==> src/rtl/vector_fetch_unit_if.sv <==
// ---------------------------------------------------------------------------
// vector_fetch_unit_if
//   Bundles the vector fetch unit's memory read port and its program-counter
//   load port.
//   Memory side : addr_out, mem_rd (unit -> memory), data_in (memory -> unit).
//                 The memory returns data_in one cycle after the read strobe.
//   PC side     : PCL_out, PCH_out, pc_load (unit -> PC).
//   master modport : the fetch unit.
//   slave modport  : the memory / PC side.
// ---------------------------------------------------------------------------
interface vector_fetch_unit_if;
  logic [15:0] addr_out;
  logic        mem_rd;
  logic [7:0]  data_in;
  logic [7:0]  PCL_out;
  logic [7:0]  PCH_out;
  logic        pc_load;

  modport master (
    output addr_out, mem_rd, PCL_out, PCH_out, pc_load,
    input  data_in
  );

  modport slave (
    input  addr_out, mem_rd, PCL_out, PCH_out, pc_load,
    output data_in
  );
endinterface

==> src/rtl/vector_fetch_unit.sv <==
// ---------------------------------------------------------------------------
// vector_fetch_unit
//   Feeds the program counter. The unit reads the 16-bit reset, NMI or IRQ
//   vector from memory and hands it to the PC with a one-cycle load strobe.
//   At instruction boundaries it arbitrates between two interrupt sources:
//   NMI is edge-triggered and always wins, and IRQ is level-sensitive and
//   maskable. The core is stalled through busy for the whole fetch.
//
//   Ports:
//     clk            system clock, rising edge
//     reset          synchronous, active-high reset
//     nmi_n          NMI line, active low, falling-edge triggered
//     irq_n          IRQ line, active low, level sensitive
//     i_flag         interrupt-disable flag (1 = IRQ masked)
//     instr_boundary core is between instructions
//     bus            memory read port + PC load port (master side)
//     busy           fetch in progress or about to start; the core must stall
//     svc_kind       00 none, 01 reset, 10 nmi, 11 irq
// ---------------------------------------------------------------------------
module vector_fetch_unit #(
  parameter logic [15:0] NMI_VEC   = 16'hFFFA,
  parameter logic [15:0] RESET_VEC = 16'hFFFC,
  parameter logic [15:0] IRQ_VEC   = 16'hFFFE
) (
  input  logic                       clk,
  input  logic                       reset,
  input  logic                       nmi_n,
  input  logic                       irq_n,
  input  logic                       i_flag,
  input  logic                       instr_boundary,
  vector_fetch_unit_if.master        bus,
  output logic                       busy,
  output logic [1:0]                 svc_kind
);

  typedef enum logic [2:0] {
    S_START,
    S_LO,
    S_HI,
    S_DONE,
    S_IDLE
  } state_t;

  typedef enum logic [1:0] {
    SVC_NONE  = 2'b00,
    SVC_RESET = 2'b01,
    SVC_NMI   = 2'b10,
    SVC_IRQ   = 2'b11
  } svc_t;

  state_t      state, state_nxt;
  svc_t        svc_q, svc_nxt;
  logic        nmi_prev;
  logic        nmi_pending;
  logic        nmi_take;
  logic        nmi_fell;
  logic [7:0]  lo_reg;
  logic [15:0] vec;

  assign svc_kind = svc_q;
  assign nmi_fell = nmi_prev & ~nmi_n;

  // The vector address follows the service being handled. SVC_NONE only
  // occurs in S_IDLE, where no address is driven.
  always_comb begin
    unique case (svc_q)
      SVC_NMI: vec = NMI_VEC;
      SVC_IRQ: vec = IRQ_VEC;
      default: vec = RESET_VEC;
    endcase
  end

  // NOTE: state registers use non-blocking assignments so that every flop
  // samples the values from before this clock edge.
  always_ff @(posedge clk) begin
    if (reset) begin
      state       <= S_START;
      svc_q       <= SVC_RESET;
      nmi_pending <= 1'b0;
      nmi_prev    <= 1'b1;
      lo_reg      <= 8'h00;
    end else begin
      state    <= state_nxt;
      svc_q    <= svc_nxt;
      nmi_prev <= nmi_n;
      // A new falling edge in the cycle of acceptance must not be lost, so
      // setting takes priority over clearing.
      if (nmi_fell)
        nmi_pending <= 1'b1;
      else if (nmi_take)
        nmi_pending <= 1'b0;
      if (state == S_HI)
        lo_reg <= bus.data_in;
    end
  end

  // NOTE: every signal written here gets a default first, so no path through
  // the case statement can leave one unassigned and infer a latch.
  always_comb begin
    state_nxt    = state;
    svc_nxt      = svc_q;
    nmi_take     = 1'b0;
    busy         = (state != S_IDLE);
    bus.addr_out = 16'h0000;
    bus.mem_rd   = 1'b0;
    bus.PCL_out  = 8'h00;
    bus.PCH_out  = 8'h00;
    bus.pc_load  = 1'b0;

    unique case (state)
      S_START: begin
        state_nxt = S_LO;
      end
      S_LO: begin
        bus.addr_out = vec;
        bus.mem_rd   = 1'b1;
        state_nxt    = S_HI;
      end
      S_HI: begin
        bus.addr_out = vec + 16'd1;
        bus.mem_rd   = 1'b1;
        state_nxt    = S_DONE;
      end
      S_DONE: begin
        // The high byte arrives on data_in this cycle and goes straight to
        // the PC. The low byte was captured during S_HI.
        bus.PCL_out = lo_reg;
        bus.PCH_out = bus.data_in;
        bus.pc_load = 1'b1;
        svc_nxt     = SVC_NONE;
        state_nxt   = S_IDLE;
      end
      S_IDLE: begin
        if (instr_boundary) begin
          if (nmi_pending) begin
            svc_nxt   = SVC_NMI;
            nmi_take  = 1'b1;
            state_nxt = S_LO;
          end else if (!irq_n && !i_flag) begin
            svc_nxt   = SVC_IRQ;
            state_nxt = S_LO;
          end
        end
      end
      default: begin
        state_nxt = S_START;
      end
    endcase
  end

endmodule

==> src/flat_wrapper.sv <==
// flat-port wrapper written by rule: the top's interface ports become plain ports
module vector_fetch_unit_flat 
#(
  parameter logic [15:0] NMI_VEC   = 16'hFFFA,
  parameter logic [15:0] RESET_VEC = 16'hFFFC,
  parameter logic [15:0] IRQ_VEC   = 16'hFFFE
)
  (clk, reset, nmi_n, irq_n, i_flag, instr_boundary, busy, svc_kind, bus_addr_out, bus_mem_rd, bus_PCL_out, bus_PCH_out, bus_pc_load, bus_data_in);
  vector_fetch_unit_if bus_i ();
  input  logic clk;
  input  logic reset;
  input  logic nmi_n;
  input  logic irq_n;
  input  logic i_flag;
  input  logic instr_boundary;
  output logic busy;
  output logic [1:0] svc_kind;
  output wire logic [$bits(bus_i.addr_out)-1:0] bus_addr_out;
  output wire logic [$bits(bus_i.mem_rd)-1:0] bus_mem_rd;
  output wire logic [$bits(bus_i.PCL_out)-1:0] bus_PCL_out;
  output wire logic [$bits(bus_i.PCH_out)-1:0] bus_PCH_out;
  output wire logic [$bits(bus_i.pc_load)-1:0] bus_pc_load;
  input wire logic [$bits(bus_i.data_in)-1:0] bus_data_in;
  assign bus_addr_out = bus_i.addr_out;
  assign bus_mem_rd = bus_i.mem_rd;
  assign bus_PCL_out = bus_i.PCL_out;
  assign bus_PCH_out = bus_i.PCH_out;
  assign bus_pc_load = bus_i.pc_load;
  assign bus_i.data_in = bus_data_in;
  vector_fetch_unit #(.NMI_VEC(NMI_VEC), .RESET_VEC(RESET_VEC), .IRQ_VEC(IRQ_VEC)) u_core (.clk(clk), .reset(reset), .nmi_n(nmi_n), .irq_n(irq_n), .i_flag(i_flag), .instr_boundary(instr_boundary), .bus(bus_i), .busy(busy), .svc_kind(svc_kind));
endmodule
==> config.mk <==
export PLATFORM = sky130hd
export DESIGN_NAME = vector_fetch_unit_flat
export DESIGN_NICKNAME = d
export VERILOG_FILES = /design/src/rtl/vector_fetch_unit_if.sv /design/src/rtl/vector_fetch_unit.sv /design/src/flat_wrapper.sv
export SDC_FILE = /design/constraint.sdc
export NUM_CORES = 1
export LEC_CHECK = 0
export CORE_MARGIN = 8
export CORE_UTILIZATION = 30
export CTS_CLUSTER_DIAMETER = 50
export DETAILED_ROUTE_END_ITERATION = 16
export GPL_TIMING_DRIVEN = 0
export PLACE_DENSITY = 0.68
export REMOVE_ABC_BUFFERS = 1
export SYNTH_ARGS = -nofsm -noshare
export SYNTH_HDL_FRONTEND = slang
export SYNTH_SLANG_ARGS = --single-unit
==> constraint.sdc <==
create_clock -name clk -period 1.9 [get_ports clk]
set_clock_uncertainty 0.05 [all_clocks]
set_input_delay 0.475 -clock clk [delete_from_list [all_inputs] [get_ports clk]]
set_output_delay 0.475 -clock clk [all_outputs]
set_load 0.01 [all_outputs]
==> out/qor.yml, run 1 <==
sta:
  tightestPinTransition_ns: 0.572
  rsz0062_at_grt: "true"
  slew_viol_final: 0
  min_period_ns: 1.95
  fmax_mhz: 512
  setup-tns-final_ns: -0.135
  period_share: 1.03
  hold_viol_final: 0
  layout_setup_ws_ns: -0.0515
  slew_headroom: 0.617
  finalSetupViolations: 3
  whs_ns: 0.444
yosys:
  synth_common_cells: "and2_1 (16), dfxtp_1 (15), buf_4 (14)"
  synth_cells: 91
  synth.distinct_cells: 27
  ys_ff_latch: 15
  async_reset_ff_frac: 0
  syn_area_sq_um: 820
  avgSynthCellArea_sq_um: 9.01
  yosys.cell_count.top_type: "and2_1"
  netlist.area_leader.share: 0.366
  synth_edf_count: 0
  synth_ff_type: "dfxtp_1"
  yosys.area.top_type: "dfxtp_1"
  synth_area_leaders: "dfxtp_1 (37%), buf_4 (13%), and2_1 (12%)"
  yosysWarnings: 0
  yosysSeqAreaShare: 0.366
worst_setup_path:
  cp.required_ns: 1.37
  setup.worst_path.start_class: "flop"
  path_common_cell: "buf_6"
  endpoint_kind: "output pin"
  cp_max_fo: 4
  r2r_cells: 5
  slowest_stage: "dfxtp_4"
  cpPeakStageDelay_ns: 0.37
  arrival_ns: 1.43
  critPathKind: "reg -> out"
  cp_cell_sequence: "nand3b_1, buf_6, clkinvlp_4, buf_6, and2_4, buf_6"
layout:
  largest_reg_flops: 8
  final_cells: 177
  drive_gt1_frac: 0.432
  diodes: 0
  final_nets: 161
  areaGrowthSynthToFinish_pct: 66.1
clock_network:
  cts_hold_buf: 0
  cts_htree_levels: 1
  clk_pin_slew_ns: 0.09
  cts_buffer_depth: 2
  cts_inserted_buffers: 3
  cts_tree: "built"
  clkSinkCount: 15
  clk_latency_ns: 0.28
  cts_root_buf: "clkbuf_4"
routing:
  vias: 805
  wl_per_cell_um: 14.6
  met1Wirelength_um: 1000
  highest_layer: "met4"
  drc: 0
  dr.pass1.iters: 4
  ant_nets: 0
  wl_met3_um: 334
  avgViaCountPerCell: 4.55
  drt_iter0_drc: 38
  wirelength_um: 2590
  dr_wl_met2_um: 1200
power_and_ir_drop:
  irDropWorstVdd_v: 0.000445
  p_leak_nw: 0.655
  powerDensity_nw_per_um2: 691
global_routing:
  grt_start_max_net_pins: 16
  antenna_found_initial: 0
  grt_pass1_vias: 807
  grt_use_total: 0.104
  gr-total-overflow: 0
  grt_pass1_wl_um: 3640
floorplan:
  io_pins: 51
  dieArea_sq_um: 4660
  coreArea_sq_um: 2690
  dieWidth_um: 68.3
  start_util: 0.305
  die_h_um: 68.3
  rows: 19
placement:
  place.gp.congestion: 0.757
  hpwl_um: 1670
  dp.cells: 156
  port_buffers: 50
run_status:
  status: "finished, violations left"
  violations: "negative setup slack"
flow_run:
  drv_cap: 0
hold_path:
  min_path_cells: 2
  hold_class: "reg -> reg"
[area by class of cell]
class                   instances  area, sq um
clock buffers                   4         26.3
fillers                       254         1330
inverters                       5         28.8
multi-input cells              55          407
flip-flops and latches         15          312
well taps                      31         38.8
repair buffers                 63          520
repair inverters                4         28.8
[per-stage QoR]
step / power [mW] / setup slack (ns) / util / area [sq um]
global route: 1.00 / -0.120 / 0.507 / 1360
finish: 0.940 / -0.0515 / 0.507 / 1360
floorplan: 0.493 / -0.119 / - / 699
global placement: 0.714 / -0.561 / 0.461 / 1240
detailed placement: 0.720 / -0.554 / 0.461 / 1240
CTS: 0.887 / -0.0655 / 0.474 / 1270
[path summary, 6_finish.rpt]
check / startpoint / slack, ns / endpoint
max: u_core.state[2]$_SDFFE_PP0P_ / -0.05 / bus_PCH_out[6]
min: u_core.nmi_prev$_SDFF_PP1_ / 0.44 / u_core.nmi_pending$_SDFFE_PP0P_
min reg2reg: u_core.nmi_prev$_SDFF_PP1_ / 0.44 / u_core.nmi_pending$_SDFFE_PP0P_
max reg2reg: u_core.state[2]$_SDFFE_PP0P_ / 0.47 / u_core.lo_reg[2]$_SDFFE_PP0N_
[metal layers]
layer  up-vias  track usage
li1        393            -
met3         6       0.0442
met2        40        0.182
met1       366        0.103
met5         -            0
met4         0       0.0563
[what timing repair did]
action,CTS,global route
pin swaps,3,5
gates resized for setup,130,20
buffers inserted,8,6
endpoints found under the setup margin,35,33
cloned,3,1
[cell families (layout without fill, tap and decap cells)]
logic type                after synthesis  count (layout)  synth area share
muxes                                   8               8            0.0977
buffers and inverters                  21              76             0.169
AOI/OAI and AO/OA                       9               9            0.0947
xor gates and xnor gates                1               1            0.0107
DFF                                    15              15             0.366
and+or+nand+nor                        37              37             0.261
[report_power, final]
part | internal, mW | switching, mW | total [mW]
clock | 0.0814 | 0.102 | 0.184
combinational | 0.218 | 0.185 | 0.403
sequential | 0.337 | 0.0172 | 0.354
[layout by cell type (no fill, tap or decap), types with 2 or more instances in the layout]
cell,n
nor2_1,10
clkbuf_4,3
clkinvlp_4,3
dfxtp_4,3
and2_1,12
and2_4,4
buf_2,14
clkbuf_2,4
mux2i_1,8
buf_4,11
nand2b_1,2
clkdlybuf4s50_1,15
a21oi_1,2
buf_6,12
inv_4,2
dlygate4sd2_1,6
inv_1,2
dfxtp_1,12
[worst max-delay path, delay by kind of cell (launching register included)]
kind | cells | cell delay, ns
simple gates | 2 | 0.29
buf+inv | 4 | 0.49
flops | 1 | 0.37
(Power assumes the default switching activity.)
==> run 2: changes to the inputs <==
==> constraint.sdc (replaced) <==
create_clock -name clk -period 1.9 [get_ports clk]
set_clock_uncertainty 0.05 [all_clocks]
set_input_delay 0.19 -clock clk [delete_from_list [all_inputs] [get_ports clk]]
set_output_delay 0.19 -clock clk [all_outputs]
set_load 0.01 [all_outputs]
==> run 2 against run 1 <==
  * Global-route usage down 0.64 points
  * Non-clock buffer count down 10
  * Critical path type unchanged
  * Register-to-register slack better by 0.12 ns
  * Hold slack worse by 0.0071 ns
  * Die area unchanged
  * Count of clock-buffer cells in the layout unchanged
  * The flow now finishes without violations
==> out/qor.yml, run 2 (synthesized netlist as in run 1, its figures left out) <==
worst_setup_path:
  cp.required_ns: 1.66
  crit_family: "buffers and inverters"
  cp_max_fo: 7
  r2r_start: "u_core.state[1]$_SDFFE_PP0P_"
  cp_cell_sequence: "xor2_2, and3_1, clkdlybuf4s50_1"
  cpPeakStageDelay_ns: 0.53
  endpoint_kind: "output pin"
  slowest_stage: "clkdlybuf4s50_1"
  cp-startpoint: "u_core.state[0]$_SDFFE_PP0P_"
  setup.worst_path.start_class: "flop"
  critPathKind: "reg -> out"
  arrival_ns: 1.55
  critPathBufInv: 1
clock_network:
  clk_pin_slew_ns: 0.09
  clk_latency_ns: 0.28
  clkSinkCount: 15
  cts_tree: "built"
  cts_inserted_buffers: 3
  cts_buffer_depth: 2
  cts_root_buf: "clkbuf_4"
  cts_htree_levels: 1
sta:
  setup-tns-final_ns: 0
  layout_setup_ws_ns: 0.112
  period_share: 0.941
  tightestPinTransition_ns: 0.578
  min_period_ns: 1.79
  hold_viol_final: 0
  slew_headroom: 0.613
  slew_viol_final: 0
  rsz0062_at_grt: "false"
  finalSetupViolations: 0
  fmax_mhz: 559
floorplan:
  coreArea_sq_um: 2690
  rows: 19
  dieArea_sq_um: 4660
  die_h_um: 68.3
  dieWidth_um: 68.3
  io_pins: 51
  start_util: 0.305
layout:
  largest_reg_flops: 8
  diodes: 0
  drive_gt1_frac: 0.127
  final_cells: 165
  fillers: 272
  areaGrowthSynthToFinish_pct: 58.2
  final_nets: 149
  layout_commonest_cell: "dlygate4sd2_1"
  final_cell_mix: "dlygate4sd2_1 (31), clkdlybuf4s50_1 (17), and2_1 (16)"
  stdcell_area_sq_um: 1300
power_and_ir_drop:
  switching_share: 0.323
  clockPowerShare: 0.213
  powerDensity_nw_per_um2: 662
  p_seq_frac: 0.418
  irDropWorstVdd_v: 0.000358
  p_total_mw: 0.858
  pwr-share-comb: 0.369
  switchingPower_mw: 0.277
  p_leak_nw: 0.641
  internal_power_mw: 0.581
routing:
  avgViaCountPerCell: 4.59
  ant_nets: 0
  drc: 0
  vias: 758
  wirelength_um: 2360
  dr.pass1.iters: 4
  drt_iter0_drc: 12
  wl_per_cell_um: 14.3
placement:
  place_ws_ns: -0.269
  hpwl_um: 1670
  dp.cells: 156
  post_dp_cell_area_sq_um: 1240
  port_buffers: 50
  place.gp.congestion: 0.757
global_routing:
  grt_pass1_wl_um: 3460
  gr-total-overflow: 0
  antenna_found_initial: 0
  grt_start_max_net_pins: 16
  grt_pass1_vias: 741
  grt_use_total: 0.0978
hold_path:
  hp-start: "u_core.nmi_prev$_SDFF_PP1_"
  hold_class: "reg -> reg"
flow_run:
  drv_cap: 0
run_status:
  status: "complete, no violations"
-- run 2: cell types whose count changed in the layout (fill, tap and decap cells not counted), moves of 2 or more --
cell,before,now
and2_1,12,16
and2_4,4,0
buf_2,14,0
buf_4,11,3
buf_6,12,0
clkbuf_2,4,0
clkdlybuf4s50_1,15,17
dlygate4sd2_1,6,31
dlymetal6s2s_1,0,2
-- run 2: area by class of cell --
cell class / instances / area [sq um] / area share
clock buffer: 4 / 26.3 / 0.0203
inverter: 5 / 23.8 / 0.0183
multi-input combinational: 55 / 394 / 0.304
sequential: 15 / 309 / 0.238
tap: 31 / 38.8 / 0.0299
timing repair buffer: 53 / 489 / 0.377
timing repair inverter: 2 / 15.0 / 0.0116
-- run 2: timing repair --
item / CTS / global route
hold buffers: 0 / 0
gates resized for setup: 41 / 3
endpoints found under the setup margin: 33 / 3
buffers inserted: 3 / 0
cloned: 2 / 0
-- run 2: final timing paths --
kind / end / slack, ns / cells after the start
max: bus_addr_out[1] / 0.11 / 3
min: u_core.nmi_pending$_SDFFE_PP0P_ / 0.44 / 2
max reg2reg: u_core.lo_reg[2]$_SDFFE_PP0N_ / 0.59 / 4
min reg2reg: u_core.nmi_pending$_SDFFE_PP0P_ / 0.44 / 2
-- run 2: power by group through the flow --
| stage | Clock [mW] | Combinational (mW) | Sequential (mW) |
|---|---|---|---|
| 2_1_floorplan | 0 | 0.136 | 0.357 |
| 3_3_place_gp | 0 | 0.355 | 0.359 |
| 3_5_place_dp | 0 | 0.359 | 0.361 |
| 4_1_cts | 0.191 | 0.320 | 0.356 |
| 5_1_grt | 0.214 | 0.344 | 0.362 |
| 6_report | 0.183 | 0.316 | 0.359 |
-- run 2: stage by stage --
step	utilization	hold WS, ns
floorplan	-	0.209
global placement	0.461	0.416
detailed placement	0.461	0.426
finish	0.483	0.437
CTS	0.478	0.440
global route	0.483	0.459
-- run 2: tightest hold or removal path: stages, from the launching register on --
cell,delay [ns]
dfxtp_1,0.31
nand2b_1,0.07
a21oi_1,0.06
-- run 2: per-layer routing --
layer,global-route usage,part of all wire,up-vias
li1,-,-,371
met1,0.105,0.39,345
met2,0.161,0.44,38
met3,0.0442,0.16,4
met4,0.0486,0.0089,0
met5,0,0,-
==> RTL change 1 (config.mk and constraints of run 1) <==
Add an input register stage for `nmi_n`, `irq_n`, `i_flag` and `instr_boundary`; this delays them by one clock. The other inputs are not delayed to match.
--- a/src/rtl/vector_fetch_unit.sv
+++ b/src/rtl/vector_fetch_unit.sv
@@ -50,2 +50,14 @@
 
+  logic nmi_n_q;
+  logic irq_n_q;
+  logic i_flag_q;
+  logic instr_boundary_q;
+
+  always_ff @(posedge clk) begin
+    nmi_n_q          <= nmi_n;
+    irq_n_q          <= irq_n;
+    i_flag_q         <= i_flag;
+    instr_boundary_q <= instr_boundary;
+  end
+
   state_t      state, state_nxt;
@@ -60,3 +72,3 @@
   assign svc_kind = svc_q;
-  assign nmi_fell = nmi_prev & ~nmi_n;
+  assign nmi_fell = nmi_prev & ~nmi_n_q;
 
@@ -84,3 +96,3 @@
       svc_q    <= svc_nxt;
-      nmi_prev <= nmi_n;
+      nmi_prev <= nmi_n_q;
       // A new falling edge in the cycle of acceptance must not be lost, so
@@ -133,3 +145,3 @@
       S_IDLE: begin
-        if (instr_boundary) begin
+        if (instr_boundary_q) begin
           if (nmi_pending) begin
@@ -138,3 +150,3 @@
             state_nxt = S_LO;
-          end else if (!irq_n && !i_flag) begin
+          end else if (!irq_n_q && !i_flag_q) begin
             svc_nxt   = SVC_IRQ;
Check against the original RTL: not equivalent (a bounded check fails within 10 cycles, from zero or initial values and one cycle with reset high).
==> RTL change 1 against run 1 <==
The flow still finishes with violations (negative setup slack); first-iteration DRC count decreased by 5.3%; non-clock buffer count grew 8; combinational power grew 18%; sequential cell count rose by 4; worst setup slack lost 0.042 ns; synthesized area grew 10%; wire length increased by 6.6%; total power rose by 20%; design area rose by 19%; critical endpoint is now bus_addr_out[1]; largest cell class unchanged; largest power group unchanged.
==> RTL change 1: results (changes against run 1) <==
- Fin worst setup slack: -0.09321 ns (was -0.05152 ns)
- NetSw: 0.3387 mW (was 0.3044 mW)
- Cells after Synth: 96 (was 91)
- Inst Count DP: 163 (was 156)
- Failing checks: negative setup slack (unchanged)
- First-pass GRT wire length: 4029 microns (was 3643 microns)
- RR Endpoint: u_core.svc_kind[0] (was u_core.lo_reg[2])
- Area growth from synthesis to layout: 79.50% (was 66.11%)
- Routed WL per cell: 14.53 microns (was 14.62 microns)
- CP startpoint: u_core.state[0] (was u_core.state[2])
- Global-route met1 utilization: 0.1098 (was 0.1027)
- Pint: 0.7856 mW (was 0.6358 mW)
- First DRT Iteration DRCs: 36 (was 38)
- Worst Hold Depth: 1 (was 2)
- Top cells by count, synth: dfxtp_1, and2_1, buf_4 (was and2_1, dfxtp_1, buf_4)
- Worst Hold Endpoint: u_core.nmi_prev (was u_core.nmi_pending)
- Worst setup endpoint: bus_addr_out[1] (was bus_PCH_out[6])
- Layout cells sized above 1: 0.5478 (was 0.4315)
- Leakage Power: 0.7325 nW (was 0.6555 nW)
- Min-delay src: u_core.nmi_n_q (was u_core.nmi_prev)
- VDD IR max: 370.3 uV (was 444.7 uV)
- DP HPWL: 1732 microns (was 1668 microns)
- Post-CTS setup buffer count: 17 (was 8)
- Dominant delay contributor by cell family on the critical path: flip-flops (was buffers and inverters)
- Worst R2R Path Depth: 6 (was 5)
- Post-DP Area: 0.001321 sq mm (was 0.001239 sq mm)
- Status: finished, violations left (unchanged)
- Synth area leaders: dfxtp_1, and2_1, buf_4 (was dfxtp_1, buf_4, and2_1)
- Final setup fails: 24 (was 3)
- Sequential power: 0.446 mW (was 0.354 mW)
- Worst Path Max Fanout: 6 (was 4)
- Vias in the first global route: 892 (was 807)
- Fillers: 270 (was 254)
- Seq/Total Area, Yosys: 0.4211 (was 0.3664)
- Vias per inst: 4.505 (was 4.548)
- WHS: 0.4001 ns (was 0.4445 ns)
RTL change 1: final cells by class:
class	count	share of cell area
Inverter	4	0.01543
Multi-Input combinational cell	57	0.2693
Timing Repair inverter	2	0.009259
Clock buffer	4	0.01620
Tap cell	33	0.02546
Timing Repair Buffer	71	0.4228
Sequential cell	19	0.2415
RTL change 1: logic make-up (layout without fill, tap and decap cells):
| group | Yosys count | after routing | synth area share |
|---|---|---|---|
| buffers and inverters | 20 | 81 | 0.1537 |
| AND/OR/NAND/NOR | 38 | 38 | 0.2479 |
| XOR/XNOR | 1 | 1 | 0.009697 |
| AO/OA/AOI/OAI | 10 | 10 | 0.07896 |
| multiplexers | 8 | 8 | 0.08865 |
| flip-flops | 19 | 19 | 0.4210 |
RTL change 1: metal layers:
metal,vias to the layer above,wire [microns]
met1,385,1117
li1,418,-
met5,-,0
met3,5,328
met4,0,50
met2,48,1264
==> RTL change 2 (flow settings as in run 1) <==
Without the edit above. `IRQ_VEC` is set to 16'hFFFE in 2 places; all go to 16'h8000.
--- a/src/rtl/vector_fetch_unit.sv
+++ b/src/rtl/vector_fetch_unit.sv
@@ -22,3 +22,3 @@
   parameter logic [15:0] RESET_VEC = 16'hFFFC,
-  parameter logic [15:0] IRQ_VEC   = 16'hFFFE
+  parameter logic [15:0] IRQ_VEC   = 16'h8000
 ) (
--- a/src/flat_wrapper.sv
+++ b/src/flat_wrapper.sv
@@ -5,3 +5,3 @@
   parameter logic [15:0] RESET_VEC = 16'hFFFC,
-  parameter logic [15:0] IRQ_VEC   = 16'hFFFE
+  parameter logic [15:0] IRQ_VEC   = 16'h8000
 )
Formal check against the unedited RTL: not equivalent (a bounded check fails within 10 cycles, from zero or initial values and one cycle with reset high).
==> RTL change 2 against run 1 <==
The flow still finishes with violations (negative setup slack); sequential share of layout area fell by 2.2 points; wire length rose by 1.3%; sequential cell count did not move; total power rose by 12%; die area fell by 3.6%; clock power fell by 4%; synthesized area fell by 4.7%; design area rose by 12%; core utilization rose by 11 points; largest power group unchanged; worst setup slack got worse by 0.089 ns; combinational power rose by 28%; global-route usage rose by 0.81 points; non-clock buffer count rose by 8.
==> RTL change 2: results (changes against run 1) <==
- Post-DP Area: 0.001216 sq mm (was 0.001239 sq mm)
- Distinct cells, synth: 21 (was 27)
- Leakage Power: 0.6846 nW (was 0.6555 nW)
- WHS: 0.4058 ns (was 0.4445 ns)
- Post-Place Setup Slack: -0.6229 ns (was -0.5545 ns)
- Fin worst setup slack: -0.1401 ns (was -0.05152 ns)
- Failing checks: negative setup slack (unchanged)
- Global-route met1 utilization: 0.1160 (was 0.1027)
- Vias per inst: 4.538 (was 4.548)
- Register area: 314.1 sq um (was 311.5 sq um)
- Final setup fails: 29 (was 3)
- Largest net degree at the start of global routing: 17 (was 16)
- Met3 GRT Util: 0.02517 (was 0.04419)
- Worst Path Max Fanout: 5 (was 4)
- Layout cells sized above 1: 0.5395 (was 0.4315)
- Switching share of power: 0.3124 (was 0.3237)
- Status: finished, violations left (unchanged)
- Routed via count: 826 (was 805)
- CP startpoint: u_core.state[0] (was u_core.state[2])
- WL met1: 956 microns (was 1003 microns)
- DP HPWL: 1611 microns (was 1668 microns)
- First-pass GRT wire length: 3919 microns (was 3643 microns)
- Slew margin rel.: 0.6053 (was 0.6173)
- Crit path largest cell delay: 0.41 ns (was 0.37 ns)
- VDD IR max: 493.6 uV (was 444.7 uV)
- Met2 Wirelength: 1474 microns (was 1203 microns)
==> RTL change 2: changes by cell type after synthesis, moves of 2 or more <==
cell,delta
a21oi_1,+3
buf_2,+2
buf_4,-2
nor3b_1,+2
or3b_1,+2
==> RTL change 2: power groups by stage <==
stage	registers (mW)	logic, mW	clock network, mW
floorplan	0.356	0.132	0
global placement	0.357	0.353	0
detailed placement	0.359	0.359	0
CTS	0.356	0.395	0.185
global route	0.365	0.545	0.202
finish	0.362	0.515	0.177
==> RTL change 2: logic make-up (layout without fill, tap and decap cells) <==
group                     after synthesis  count (layout)  synth area share
AOI/OAI and AO/OA                      10              11           0.07853
DFF                                    15              15            0.3846
and+or+nand+nor                        37              37            0.2708
buffers and inverters                  19              80            0.1523
muxes                                   8               8            0.1026
xor gates and xnor gates                1               1           0.01122
==> RTL change 2: worst reg2reg max path: stages (launching register included) <==
cell,delay (ns)
dfxtp_4,0.35
buf_4,0.13
or3b_4,0.41
or3b_1,0.40
a32oi_1,0.17
==> RTL change 2: path summary, 6_finish.rpt <==
kind,end,cells after the start
setup reg to reg,u_core.svc_kind[0],4
setup / recovery,bus_addr_out[1],6
hold / removal,u_core.nmi_pending,2
hold reg to reg,u_core.nmi_pending,2
==> RTL change 2: area by class of cell <==
cell class | count | area share
flip-flops and latches | 15 | 0.2066
inverters | 3 | 0.009053
clock buffers | 4 | 0.01728
multi-input cells | 57 | 0.2988
repair inverters | 2 | 0.009877
well taps | 30 | 0.02469
repair buffers | 71 | 0.4337
==> RTL change 2: repair_timing <==
item | CTS | global route
resized for setup | 152 | 43
setup endpoints to repair | 35 | 36
buffers inserted | 18 | 4
pin swaps | 12 | 5
cloned | 3 | 0
